File: src/rtl/imul_pkg.sv
// imul_pkg: shared types and constants for the iterative multiplier.
// State encoding for the control FSM and the default operand width.
package imul_pkg;

    localparam int IMUL_NBITS = 32;

    typedef enum logic [1:0] {
        IDLE = 2'd0,
        CALC = 2'd1,
        DONE = 2'd2
    } imul_state_e;

endpackage

File: src/rtl/imul_dpath.sv
// imul_dpath: shift-and-add datapath (a_reg, b_reg, accumulator).
// Optional IMUL_EARLY_EXIT_EN drives b_zero_o; otherwise it is tied low.
module imul_dpath
    import imul_pkg::*;
#(
    parameter int nbits = IMUL_NBITS
) (
    input  logic             clk,
    input  logic             rst_n,
    input  logic             load_i,
    input  logic             shift_en_i,
    input  logic             add_en_i,
    input  logic [nbits-1:0] a_i,
    input  logic [nbits-1:0] b_i,
    output logic             b_lsb_o,
    output logic             b_zero_o,
    output logic [nbits-1:0] prod_o
);

    logic [nbits-1:0] a_q, a_d;
    logic [nbits-1:0] b_q, b_d;
    logic [nbits-1:0] acc_q, acc_d;

    // Load operands, or step one shift-and-add iteration.
    always_comb begin
        a_d   = a_q;
        b_d   = b_q;
        acc_d = acc_q;
        if (load_i) begin
            a_d   = a_i;
            b_d   = b_i;
            acc_d = '0;
        end else if (shift_en_i) begin
            if (add_en_i) begin
                acc_d = acc_q + a_q;
            end
            a_d = a_q << 1;
            b_d = b_q >> 1;
        end
    end

    // Operand and accumulator registers.
    always_ff @(posedge clk or negedge rst_n) begin
        if (!rst_n) begin
            a_q   <= '0;
            b_q   <= '0;
            acc_q <= '0;
        end else begin
            a_q   <= a_d;
            b_q   <= b_d;
            acc_q <= acc_d;
        end
    end

    assign b_lsb_o = b_q[0];
    assign prod_o  = acc_q;

    // High when the current iteration leaves no multiplier bits set.
`ifdef IMUL_EARLY_EXIT_EN
    assign b_zero_o = ((b_q >> 1) == '0);
`else
    assign b_zero_o = 1'b0;
`endif

endmodule

File: src/rtl/imul_unit.sv
// imul_unit: iterative unsigned multiplier, low nbits of the product.
// Define IMUL_EARLY_EXIT_EN to finish once the multiplier is exhausted.
module imul_unit
    import imul_pkg::*;
#(
    parameter int nbits = IMUL_NBITS
) (
    input  logic             clk,
    input  logic             rst_n,
    input  logic             req_val,
    output logic             req_rdy,
    input  logic [nbits-1:0] req_a,
    input  logic [nbits-1:0] req_b,
    output logic             resp_val,
    input  logic             resp_rdy,
    output logic [nbits-1:0] resp_prod
);

    localparam int CW = (nbits > 1) ? $clog2(nbits) : 1;
    localparam logic [CW-1:0] LAST = CW'(nbits - 1);

    imul_state_e   state_q, state_d;
    logic [CW-1:0] count_q, count_d;
    logic          load;
    logic          shift_en;
    logic          add_en;
    logic          b_lsb;
    logic          b_zero;

    // Next-state, iteration count and handshake outputs.
    always_comb begin
        state_d  = state_q;
        count_d  = count_q;
        load     = 1'b0;
        shift_en = 1'b0;
        req_rdy  = 1'b0;
        resp_val = 1'b0;
        unique case (state_q)
            IDLE: begin
                req_rdy = 1'b1;
                if (req_val) begin
                    load    = 1'b1;
                    count_d = '0;
                    state_d = CALC;
                end
            end
            CALC: begin
                shift_en = 1'b1;
                if (count_q == LAST || b_zero) begin
                    state_d = DONE;
                end else begin
                    count_d = count_q + CW'(1);
                end
            end
            DONE: begin
                resp_val = 1'b1;
                if (resp_rdy) begin
                    state_d = IDLE;
                end
            end
            default: begin
                state_d = IDLE;
            end
        endcase
    end

    // State and iteration counter registers.
    always_ff @(posedge clk or negedge rst_n) begin
        if (!rst_n) begin
            state_q <= IDLE;
            count_q <= '0;
        end else begin
            state_q <= state_d;
            count_q <= count_d;
        end
    end

    assign add_en = shift_en & b_lsb;

    imul_dpath #(
        .nbits(nbits)
    ) u_dpath (
        .clk       (clk),
        .rst_n     (rst_n),
        .load_i    (load),
        .shift_en_i(shift_en),
        .add_en_i  (add_en),
        .a_i       (req_a),
        .b_i       (req_b),
        .b_lsb_o   (b_lsb),
        .b_zero_o  (b_zero),
        .prod_o    (resp_prod)
    );

endmodule

File: config.mk
export PLATFORM = sky130hd
export DESIGN_NAME = imul_unit
export DESIGN_NICKNAME = d
export VERILOG_FILES = /design/src/rtl/imul_pkg.sv /design/src/rtl/imul_dpath.sv /design/src/rtl/imul_unit.sv
export SDC_FILE = /design/constraint.sdc
export NUM_CORES = 1
export LEC_CHECK = 0
export BUFFER_PORTS_ARGS = -buffer_cell sky130_fd_sc_hd__buf_2
export CAP_MARGIN = 40
export CORE_ASPECT_RATIO = 0.6
export CORE_MARGIN = 2
export CORE_UTILIZATION = 25
export DETAILED_ROUTE_END_ITERATION = 16
export GPL_TIMING_DRIVEN = 1
export PLACE_DENSITY_LB_ADDON = 0.12
export SLEW_MARGIN = 20
export SYNTH_ARGS = -nofsm -noshare
export SYNTH_HDL_FRONTEND = slang
export SYNTH_HIERARCHICAL = 1
export SYNTH_SLANG_ARGS = --single-unit
File: constraint.sdc
create_clock -name clk -period 3.3 [get_ports clk]
set_input_delay 0.495 -clock clk [delete_from_list [all_inputs] [get_ports clk]]
set_output_delay 0.495 -clock clk [all_outputs]
set_load 0.02 [all_outputs]
==> metrics.md, run 1 <==
| Metric | Value |
|---|---|
| Status | `complete, no violations` |
| Initial DRC count | `285` |
| Max VDD drop | `0.000331 V` |
| Final GP Congestion | `0.796` |
| Crit-path cells | `ha_1, a21o_1, a31o_1, or3_4, o21a_4, a2111oi_4, nor2_2, a41o_1, mux2i_1, mux2_1` |
| Worst Path Max Fanout | `5` |
| Placed inst area | `7070 um2` |
| Post-layout min period | `3.13 ns` |
| Flop2flop setup slack | `0.17 ns` |
| CP required | `3.55 ns` |
| Die width | `207 um` |
| Overall routed net length | `17,500 um` |
| # IOs | `102` |
| Cells after synthesis | `664` |
| Pre-antenna DRT Iters | `4` |
| Seq/Total Area, Yosys | `41.8%` |
| Gr ovfl total | `0` |
| Clock Pin Slew Worst Setup and Hold Paths | `0.07 ns` |
| Root buffer cell | `clkbuf_16` |
| Critical setup path kind | `register to register` |
| Ys async rst share | `100%` |
| Mapped Area | `6170 um2` |
| Cell family with the largest share of critical-path delay | `compound AO/OA/AOI/OAI gates` |
| Ratio of cells with drive above 1 in the final layout | `18.1%` |
| Reg-to-reg endpoint | `u_dpath/prod_o[31]` |
| Post-DRT Antenna Nets | `0` |
| Nets@finish | `854` |
| Max cap viols | `0` |
| Global-route usage over all layers | `14.1%` |
| Worst-Margin Slew | `0.664 ns` |
| Hold Crit Class | `input port to async pin` |
| Worst Skew | `0.00892 ns` |
| Setup WS pre-CTS | `0.183 ns` |
| Final instance area | `7370 um2` |
| First-pass GRT wire length | `28,600 um` |
| Pwr/cell area | `881 nW/um2` |
| CTS Buf Count | `9` |
| CTS tree | `built` |
| Leak pwr | `3.49 nW` |
| Die Area | `26,000 um2` |
| CP peak stage delay | `0.42 ns` |
| Area grow syn2layout | `19.5%` |
| Fin util | `30.4%` |
| Setup-failing EPs final | `0` |
| Fin crit share | `94.7%` |
| WP buf/inv | `0` |
| Die H | `126 um` |
| Initial antenna violation count | `0` |
| Core Box Area | `24,200 um2` |
| CP endpoint kind | `register` |
| Vias in the first global route | `5,140` |
| Syn nets | `766` |
| Fin. max-slew vios | `0` |
| Slowest cell on crit path | `dfrtp_1` |
| Multi-input logic area | `3410 um2` |
| Vias per inst | `4.71` |
| Sink Count | `103` |
| Fin worst setup slack | `0.174 ns` |
| Largest net degree at the start of global routing | `99` |
| CP arrival | `3.37 ns` |
| Final TNS setup | `0 ns` |
| DR WL/cell | `16.3 um` |
| Clock Tree Buf Depth | `2` |
| Synth cell types | `58` |
| DR vias | `5,074` |
| Postcts setup bufs | `0` |
| Mapped Avg Cell Area | `9.29 um2` |
| Initial Util | `25.5%` |
| Port bufs | `101` |
| Register area | `2580 um2` |
| RSZ-0062 raised after global routing | `false` |
| F_max | `320 MHz` |
| Hold Vio Cnt, Final | `0` |
| Cts repair resizes | `0` |
| # fillers | `2,568` |
| Levels on crit path | `10` |
| Hpwl dp | `12,700 um` |
| CTS hold repair buffers | `0` |
| Row count | `44` |
| DRC Markers | `0` |
| Relative slew slack | `55.6%` |
| Post-synth EDFFs | `0` |
| CP startpoint kind | `register` |
| R2R cell count | `10` |
| Yosys warning count | `6` |
| R2r startpoint | `u_dpath/a_q[6]` |
| H-tree levels | `3` |
| Clock Latency Late Sink | `0.36 ns` |
| Yosys reg bits | `103` |
| Final antenna diode count | `0` |
| Synth Flop Type | `dfrtp_1` |
## routing by layer
| layer | part of all wire (%) | vias up | global-route usage (%) |
|---|---|---|---|
| met3 | 5.8 | 9 | 3.88 |
| met2 | 39 | 96 | 18.8 |
| met4 | 0.87 | 0 | 2.84 |
| met1 | 54 | 2444 | 22.2 |
| li1 | - | 2525 | - |
| met5 | 0 | - | 0 |
## power by group
| group | switching [mW] | total (mW) | internal [mW] |
|---|---|---|---|
| clock | 0.510 | 1.12 | 0.606 |
| combinational | 1.84 | 3.16 | 1.32 |
| sequential | 0.436 | 2.21 | 1.78 |
## final cells by class
class	instances	area share [%]
clock buffers	10	3.24
multi-input cells	515	46.3
clock inverters	5	0.798
flip-flops and latches	103	35.0
inverters	12	0.645
well taps	322	5.47
repair buffers	111	8.52
## cells in the mapped netlist (all sizes together), types with 4 or more instances
master	count	area, um2
clkbuf	32	120
o21a	4	37.5
nor2b	7	43.8
a21oi	49	245
nand2	116	435
nand3	8	40.0
nand4	5	31.3
a21o	21	158
nor2	21	83.8
xnor2	17	149
ha	33	413
dfrtp	103	2580
nand3b	6	45.0
a211oi	4	30.0
o21ai	80	400
o21bai	5	37.5
mux2i	67	671
xor2	5	43.8
inv	12	45.0
nor3	10	50.1
a22o	8	70.1
and3	5	31.3
nand2b	7	43.8
## sequential cells by signal, indices dropped and copies added, names as in the netlist
name and flops:
state_q 2, u_dpath/b_q 32, count_q 5, u_dpath/a_q 32
u_dpath/prod_o 32
## placed cells by master, fill, tap and decap left out, types with 17 or more instances in the layout
| cell type | n |
|---|---|
| a21o_1 | 21 |
| a21oi_1 | 49 |
| buf_2 | 100 |
| dfrtp_1 | 103 |
| ha_1 | 33 |
| mux2i_1 | 67 |
| nand2_1 | 116 |
| nor2_1 | 19 |
| o21ai_0 | 43 |
| o21ai_1 | 37 |
| xnor2_1 | 17 |
## metrics by stage
step	power, mW	hold WS (ns)	cells
2_1_floorplan	4.49	0.199	664
3_3_place_gp	5.36	0.461	1061
3_5_place_dp	5.41	0.458	1063
4_1_cts	6.58	0.0671	1078
5_1_grt	7.07	0.0890	1078
6_report	6.49	0.0672	1078
## worst max path at each step
stage | start | to | slack (ns)
after floorplan | u_dpath/prod_o[6] | u_dpath/prod_o[31] | 0.27
after global placement | u_dpath/a_q[6] | u_dpath/prod_o[31] | 0.23
after detailed placement | u_dpath/prod_o[6] | u_dpath/prod_o[31] | 0.18
after CTS | u_dpath/a_q[6] | u_dpath/prod_o[31] | 0.17
after global routing | u_dpath/a_q[6] | u_dpath/prod_o[31] | 0.02
final | u_dpath/a_q[6] | u_dpath/prod_o[31] | 0.17
## logic make-up (layout without fill, tap and decap cells)
family / Yosys count / in the layout / share of synthesized area, %
AOI/OAI and AO/OA: 192 / 192 / 19.0
xor gates and xnor gates: 22 / 22 / 3.12
adders and majority gates: 34 / 34 / 7.02
buffers and inverters: 46 / 138 / 2.86
DFF: 103 / 103 / 41.8
muxes: 69 / 69 / 11.3
other: 1 / 1 / 0.0608
and+or+nand+nor: 197 / 197 / 14.9
Power figures use the tool's default switching activity.
==> run 2, diff against run 1 <==
- PLACE_DENSITY: unset -> 0.44
- PLACE_DENSITY_LB_ADDON: 0.12 -> unset
==> run 2 against run 1 <==
  * Critical path depth did not move
  * Cell count rose by 0.37%
  * First-iteration DRC count rose by 10%
  * Global-route usage rose by 0.14 points
  * Non-clock buffer count rose by 3
  * Worst setup slack improved by 0.041 ns
==> metrics.md, run 2 (synthesized netlist as in run 1, its figures left out) <==
| Metric | Value |
|---|---|
| Slowest cell on crit path | `dfrtp_1` |
| Placed inst area | `7070 um2 (about the same)` |
| Ratio of cells with drive above 1 in the final layout | `18.4% (+0.30 points)` |
| Setup-failing EPs final | `0 (unchanged)` |
| Status | `complete, no violations` |
| Vias in the first global route | `4,952 (-3.7%)` |
| H-tree levels | `3 (unchanged)` |
| Fin util | `30.6% (+0.15 points)` |
| WP buf/inv | `0 (unchanged)` |
| Max cap viols | `0 (unchanged)` |
| CTS Buf Count | `9 (unchanged)` |
| Global-route usage over all layers | `14.2% (+0.14 points)` |
| Die width | `207 um (unchanged)` |
| Final GP Congestion | `0.806 (+1.3%)` |
| Final TNS setup | `0 ns (unchanged)` |
| Cts repair resizes | `0 (unchanged)` |
| Row count | `44 (unchanged)` |
| Fin crit share | `93.5% (-1.2 points)` |
| Fin worst setup slack | `0.215 ns (+0.0410 ns)` |
| Switch share | `42.2% (-0.78 points)` |
| CP endpoint kind | `register` |
| Clock Pin Slew Worst Setup and Hold Paths | `0.07 ns (about the same)` |
| Net load switching power | `2.81 mW (+0.82%)` |
| Cell family with the largest share of critical-path delay | `compound AO/OA/AOI/OAI gates` |
| Crit-path cells | `ha_1, a21o_1, a31o_1, or3_4, o21a_4, a2111oi_4, nor2_2, a41o_1, mux2i_1, mux2_1` |
| Setup WS pre-CTS | `0.213 ns (+0.0303 ns)` |
| Relative slew slack | `56.9% (+1.3 points)` |
| Final antenna diode count | `0 (unchanged)` |
| Commonest non-fill, non-tap cells in the layout | `116 x nand2_1, 103 x dfrtp_1, 100 x buf_2` |
| Final cell count without fillers | `1,082 (+0.37%)` |
| Die H | `126 um (unchanged)` |
| First-pass GRT wire length | `28,400 um (-0.51%)` |
| Overall routed net length | `17,600 um (+0.24%)` |
| CTS tree | `built` |
| Core Box Area | `24,200 um2 (unchanged)` |
| Clock power frac | `18.6% (+1.4 points)` |
| CP required | `3.54 ns (about the same)` |
| Post-layout min period | `3.09 ns (-0.0410 ns)` |
| Postcts setup bufs | `0 (unchanged)` |
| Clock Tree Buf Depth | `2 (unchanged)` |
| Placed cell count | `1,066 (+0.28%)` |
| Critical setup path kind | `register to register` |
| Max VDD drop | `0.000270 V (-18%)` |
| CTS hold repair buffers | `0 (unchanged)` |
| Largest net degree at the start of global routing | `47 (-53%)` |
| Nets@finish | `857 (+0.35%)` |
| RSZ-0062 raised after global routing | `false` |
| F_max | `324 MHz (+1.3%)` |
| CP startpoint kind | `register` |
| Fin. max-slew vios | `0 (unchanged)` |
| Root buffer cell | `clkbuf_16` |
| Worst Skew | `0.00880 ns (-0.000127 ns)` |
| Clock Latency Late Sink | `0.36 ns (about the same)` |
| Pre-antenna DRT Iters | `4 (unchanged)` |
| Sink Count | `103 (unchanged)` |
| DR vias | `5,020 (-1.1%)` |
| Hold Crit Class | `input port to async pin` |
| CP peak stage delay | `0.40 ns (-0.02 ns)` |
| Hold Vio Cnt, Final | `0 (unchanged)` |
| Pwr/cell area | `900 nW/um2 (+2.2%)` |
| Hpwl dp | `13,100 um (+2.7%)` |
| Final instance area | `7410 um2 (+0.51%)` |
| Leak pwr | `3.52 nW (+0.94%)` |
| Initial antenna violation count | `0 (unchanged)` |
| CP arrival | `3.33 ns (-0.04 ns)` |
| Vias per inst | `4.64 (-1.4%)` |
| Internal | `3.85 mW (+4.1%)` |
| Port bufs | `101 (unchanged)` |
| Area grow syn2layout | `20.1%` |
| DRC Markers | `0 (unchanged)` |
| DR WL/cell | `16.3 um (-0.13%)` |
| Hold WS | `0.158 ns (+0.0906 ns)` |
| # IOs | `102 (unchanged)` |
| Post-DRT Antenna Nets | `0 (unchanged)` |
| Initial DRC count | `314 (+10%)` |
| Initial Util | `25.5% (unchanged)` |
| Die Area | `26,000 um2 (unchanged)` |
| Gr ovfl total | `0 (unchanged)` |
| Worst-Margin Slew | `0.647 ns (-0.0168 ns)` |
| Worst Path Max Fanout | `5 (unchanged)` |
| Flop pwr share | `33.2% (-0.9 points)` |
| Most common cell after layout, fill and taps aside | `nand2_1` |
| Design Power | `6.66 mW (+2.7%)` |
| Combinational power share | `48.2% (-0.5 points)` |
==> run 2: path summary, 6_finish.rpt <==
path                                    from            endpoint  slack (ns)  depth (start not counted)
setup / recovery           u_dpath/prod_o[6]  u_dpath/prod_o[31]        0.21                         10
hold / removal                         rst_n          state_q[1]        0.16                          1
setup reg to reg           u_dpath/prod_o[6]  u_dpath/prod_o[31]        0.21                         10
hold reg to reg                   count_q[3]          count_q[3]        0.47                          1
max in group asynchronous              rst_n  u_dpath/prod_o[22]        2.29                          2
min in group clk                   req_a[18]     u_dpath/a_q[18]        0.34                          3
==> run 2: metal layers <==
| layer | vias to the layer above | GRT usage, % | share of wire [%] | wire (um) |
|---|---|---|---|---|
| met1 | 2377 | 24.0 | 59 | 10400 |
| li1 | 2537 | - | - | - |
| met5 | - | 0 | 0 | 0 |
| met2 | 94 | 17.2 | 35 | 6150 |
| met3 | 12 | 3.93 | 4.8 | 849 |
| met4 | 0 | 2.63 | 0.84 | 148 |
==> run 2: final cells by class <==
class,count,area [um2]
clock buffer,10,229
timing repair buffer,114,626
inverter,12,47.5
tap,322,403
multi-input combinational,515,3410
fill,2601,16800
sequential,103,2580
clock inverter,6,109
==> run 2: power by group through the flow <==
stage	Combinational [mW]	Clock, mW	Sequential [mW]
2_1_floorplan	2.29	0	2.20
3_3_place_gp	3.21	0	2.23
3_5_place_dp	3.20	0	2.23
4_1_cts	3.23	1.31	2.21
5_1_grt	3.60	1.35	2.29
6_report	3.21	1.24	2.21
==> run 3, diff against run 2 <==
- ABC_AREA: unset -> 0
- SYNTH_HIERARCHICAL: 1 -> unset
- clock period: 3.3 -> 3.44 ns (I/O delays scaled with it)
==> run 3 against run 2 <==
  * Maximum frequency down 3.4%
  * Wire length down 2.6%
  * Worst setup slack better by 0.032 ns
  * Sequential power about the same
  * Register-to-register slack better by 0.03 ns
  * Utilization up 0.11 points
  * Die area down 6.0%
  * Sequential share of layout area up 1.8 points
  * Clock power down 11%
==> metrics.md, run 3 <==
| Metric | Value |
|---|---|
| Status | `complete, no violations` |
| Mapped Area | `5790 um2 (-6.1%)` |
| Fin. max-slew vios | `0 (unchanged)` |
| Most common cell after layout, fill and taps aside | `nand2_1` |
| # IOs | `102 (unchanged)` |
| XOR/XNOR Fraction of Synth Area | `3.63% (+0.51 points)` |
| DR vias | `4,930 (-1.8%)` |
| Fin crit share | `92.8% (-0.66 points)` |
| F_max | `313 MHz (-3.4%)` |
| Core Box Area | `22,900 um2 (-5.4%)` |
| Sink Count | `103 (unchanged)` |
| Commonest non-fill, non-tap cells in the layout | `169 x nand2_1, 103 x dfrtp_1, 100 x buf_2` |
| Synth cell types | `56 (-3.4%)` |
| Postcts setup bufs | `0 (unchanged)` |
| Post-synthesis compound-gate area fraction | `23.8% (+4.8 points)` |
| Vias in the first global route | `4,916 (-0.73%)` |
| Max cap viols | `0 (unchanged)` |
| Clock Latency Late Sink | `0.36 ns (about the same)` |
| Crit-path cells | `ha_1, fa_1, a211oi_1, or3_4, nand3_1, a31oi_1, o221ai_1, a311oi_1, xor2_1, o21ai_1` |
| Area grow syn2layout | `21.5%` |
| Clock Tree Buf Depth | `2 (unchanged)` |
| Vias per inst | `4.68 (+0.91%)` |
| Worst Path Max Fanout | `3 (-2)` |
| Simple-Gate Fraction of Synth Area | `17.9% (+3.0 points)` |
| Post-layout min period | `3.19 ns (+0.108 ns)` |
| Yosys warning count | `0 (-6)` |
| DR WL/cell | `16.3 um (about the same)` |
| Synth cell count leaders | `169 x nand2_1, 103 x dfrtp_1, 61 x a22oi_1, 34 x o21ai_1, 33 x ha_1` |
| Clock Pin Slew Worst Setup and Hold Paths | `0.07 ns (about the same)` |
| Leak pwr | `3.48 nW (-1.3%)` |
| CP endpoint kind | `register` |
| Port bufs | `101 (unchanged)` |
| Yosys reg bits | `103 (unchanged)` |
| Hpwl dp | `12,400 um (-4.9%)` |
| First-pass GRT wire length | `28,400 um (-0.15%)` |
| Final instance area | `7030 um2 (-5.0%)` |
| Initial Util | `25.3% (-0.20 points)` |
| Top post-synthesis cells by area | `dfrtp_1 45%, nand2_1 11%, a22oi_1 7.9%` |
| Cts repair resizes | `0 (unchanged)` |
| DRC Markers | `0 (unchanged)` |
| RSZ-0062 raised after global routing | `false` |
| Adder-Cell Fraction of Synth Area | `7.48% (+0.46 points)` |
| CP arrival | `3.43 ns (+0.10 ns)` |
| Worst Skew | `0.0117 ns (+0.00291 ns)` |
| R2R cell count | `10 (unchanged)` |
| Hold Vio Cnt, Final | `0 (unchanged)` |
| CTS Buf Count | `9 (unchanged)` |
| Area leader, netlist | `dfrtp_1` |
| CTS hold repair buffers | `0 (unchanged)` |
| Post-DRT Antenna Nets | `0 (unchanged)` |
| Synth Flop Type | `dfrtp_1` |
| Max VDD drop | `0.000324 V (+20%)` |
| CTS tree | `built` |
| Hold Crit Class | `input port to async pin` |
| Mapped Avg Cell Area | `9.05 um2 (-2.6%)` |
| Die width | `200 um (-3.0%)` |
| Ratio of cells with drive above 1 in the final layout | `18.8% (+0.41 points)` |
| Initial DRC count | `372 (+18%)` |
| Most frequent cell after synthesis | `nand2_1` |
| Global-route usage over all layers | `14.8% (+0.60 points)` |
| Final GP Congestion | `0.798 (-0.98%)` |
| Setup-failing EPs final | `0 (unchanged)` |
| Mux contribution to synthesized area | `0.367% (-11 points)` |
| Relative slew slack | `43.6% (-13 points)` |
| Slowest cell on crit path | `a31oi_1` |
| Overall routed net length | `17,100 um (-2.6%)` |
| Critical setup path kind | `register to register` |
| Final TNS setup | `0 ns (unchanged)` |
| Post-synth top area share | `44.5% (+2.7 points)` |
| H-tree levels | `3 (unchanged)` |
| Largest net degree at the start of global routing | `69 (+47%)` |
| Reg-to-reg endpoint | `u_dpath.prod_o[28]` |
| CP peak stage delay | `0.45 ns (+0.05 ns)` |
| Post-synth EDFFs | `0 (unchanged)` |
| Syn nets | `742 (-3.1%)` |
| Nets@finish | `835 (-2.6%)` |
| Die Area | `24,400 um2 (-6.0%)` |
| Worst-Margin Slew | `0.846 ns (+0.199 ns)` |
| Final cell count without fillers | `1,053 (-2.7%)` |
| Design Power | `7.77 mW (+17%)` |
| Seq/Total Area, Yosys | `44.5% (+2.7 points)` |
| Die H | `122 um (-3.0%)` |
| Placed cell count | `1,037 (-2.7%)` |
| Main combinational cell family by area after synthesis | `compound AO/OA/AOI/OAI gates` |
| Pwr/cell area | `1100 nW/um2 (+23%)` |
| CP required | `3.68 ns (+0.14 ns)` |
| R2r startpoint | `u_dpath.prod_o[0]` |
| Root buffer cell | `clkbuf_16` |
| CP startpoint kind | `register` |
| Initial antenna violation count | `0 (unchanged)` |
| Pre-antenna DRT Iters | `4 (unchanged)` |
| Placed inst area | `6730 um2 (-4.8%)` |
| Row count | `43 (-2.3%)` |
| Flop2flop setup slack | `0.25 ns (+0.03 ns)` |
| Final antenna diode count | `0 (unchanged)` |
| Gr ovfl total | `0 (unchanged)` |
| Cells after synthesis | `640 (-3.6%)` |
| Ys async rst share | `100% (unchanged)` |
run 3: power breakdown:
part / internal, mW / switching (mW)
combinational: 1.73 / 2.72
sequential: 1.78 / 0.439
clock: 0.593 / 0.505
total: 4.11 / 3.67
run 3: layer usage:
layer,wire length (um),vias up,track usage [%]
met5,0,-,0
met4,226,0,3.75
met3,736,14,3.88
met2,6280,80,18.6
met1,9890,2337,24.0
li1,-,2499,-
run 3: cells by family after synthesis:
group	after synthesis
buffers and inverters	36
AO/OA/AOI/OAI	199
adder cells (fa/ha/maj)	34
XOR/XNOR	24
AND/OR/NAND/NOR	242
flip-flops	103
multiplexers	2
run 3: critical path, delay by kind of cell, from the launching register on:
kind | cells | cell delay [ns]
adder cells (fa/ha/maj) | 2 | 0.67
AO/OA/AOI/OAI | 5 | 1.51
AND/OR/NAND/NOR | 2 | 0.30
XOR/XNOR | 1 | 0.19
flip-flops | 1 | 0.40
run 3: cell type report:
| class | count | area (um2) |
|---|---|---|
| inverter | 5 | 18.8 |
| clock buffer | 11 | 243 |
| multi-input combinational | 501 | 3100 |
| fill | 2500 | 15900 |
| sequential | 103 | 2580 |
| clock inverter | 5 | 61.3 |
| tap | 315 | 394 |
| timing repair buffer | 113 | 643 |
run 3: worst max-delay path by stage:
stage	from	endpoint	slack, ns	cells past startpoint
after floorplan	u_dpath.prod_o[0]	u_dpath.prod_o[28]	0.61	10
after global routing	u_dpath.prod_o[0]	u_dpath.prod_o[28]	0.07	10
after global placement	u_dpath.prod_o[0]	u_dpath.prod_o[28]	0.41	10
after detailed placement	u_dpath.prod_o[0]	u_dpath.prod_o[28]	0.28	10
after CTS	u_dpath.prod_o[0]	u_dpath.prod_o[28]	0.25	10
final	u_dpath.prod_o[0]	u_dpath.prod_o[28]	0.25	10
run 3: stage by stage:
| step | setup slack, ns | hold slack [ns] | utilization, % |
|---|---|---|---|
| finish | 0.247 | 0.0970 | 30.7 |
| global route | 0.0666 | 0.122 | 30.7 |
| CTS | 0.251 | 0.102 | 30.7 |
| detailed placement | 0.280 | 0.464 | 29.4 |
| global placement | 0.414 | 0.460 | 29.2 |
| floorplan | 0.612 | 0.220 | - |
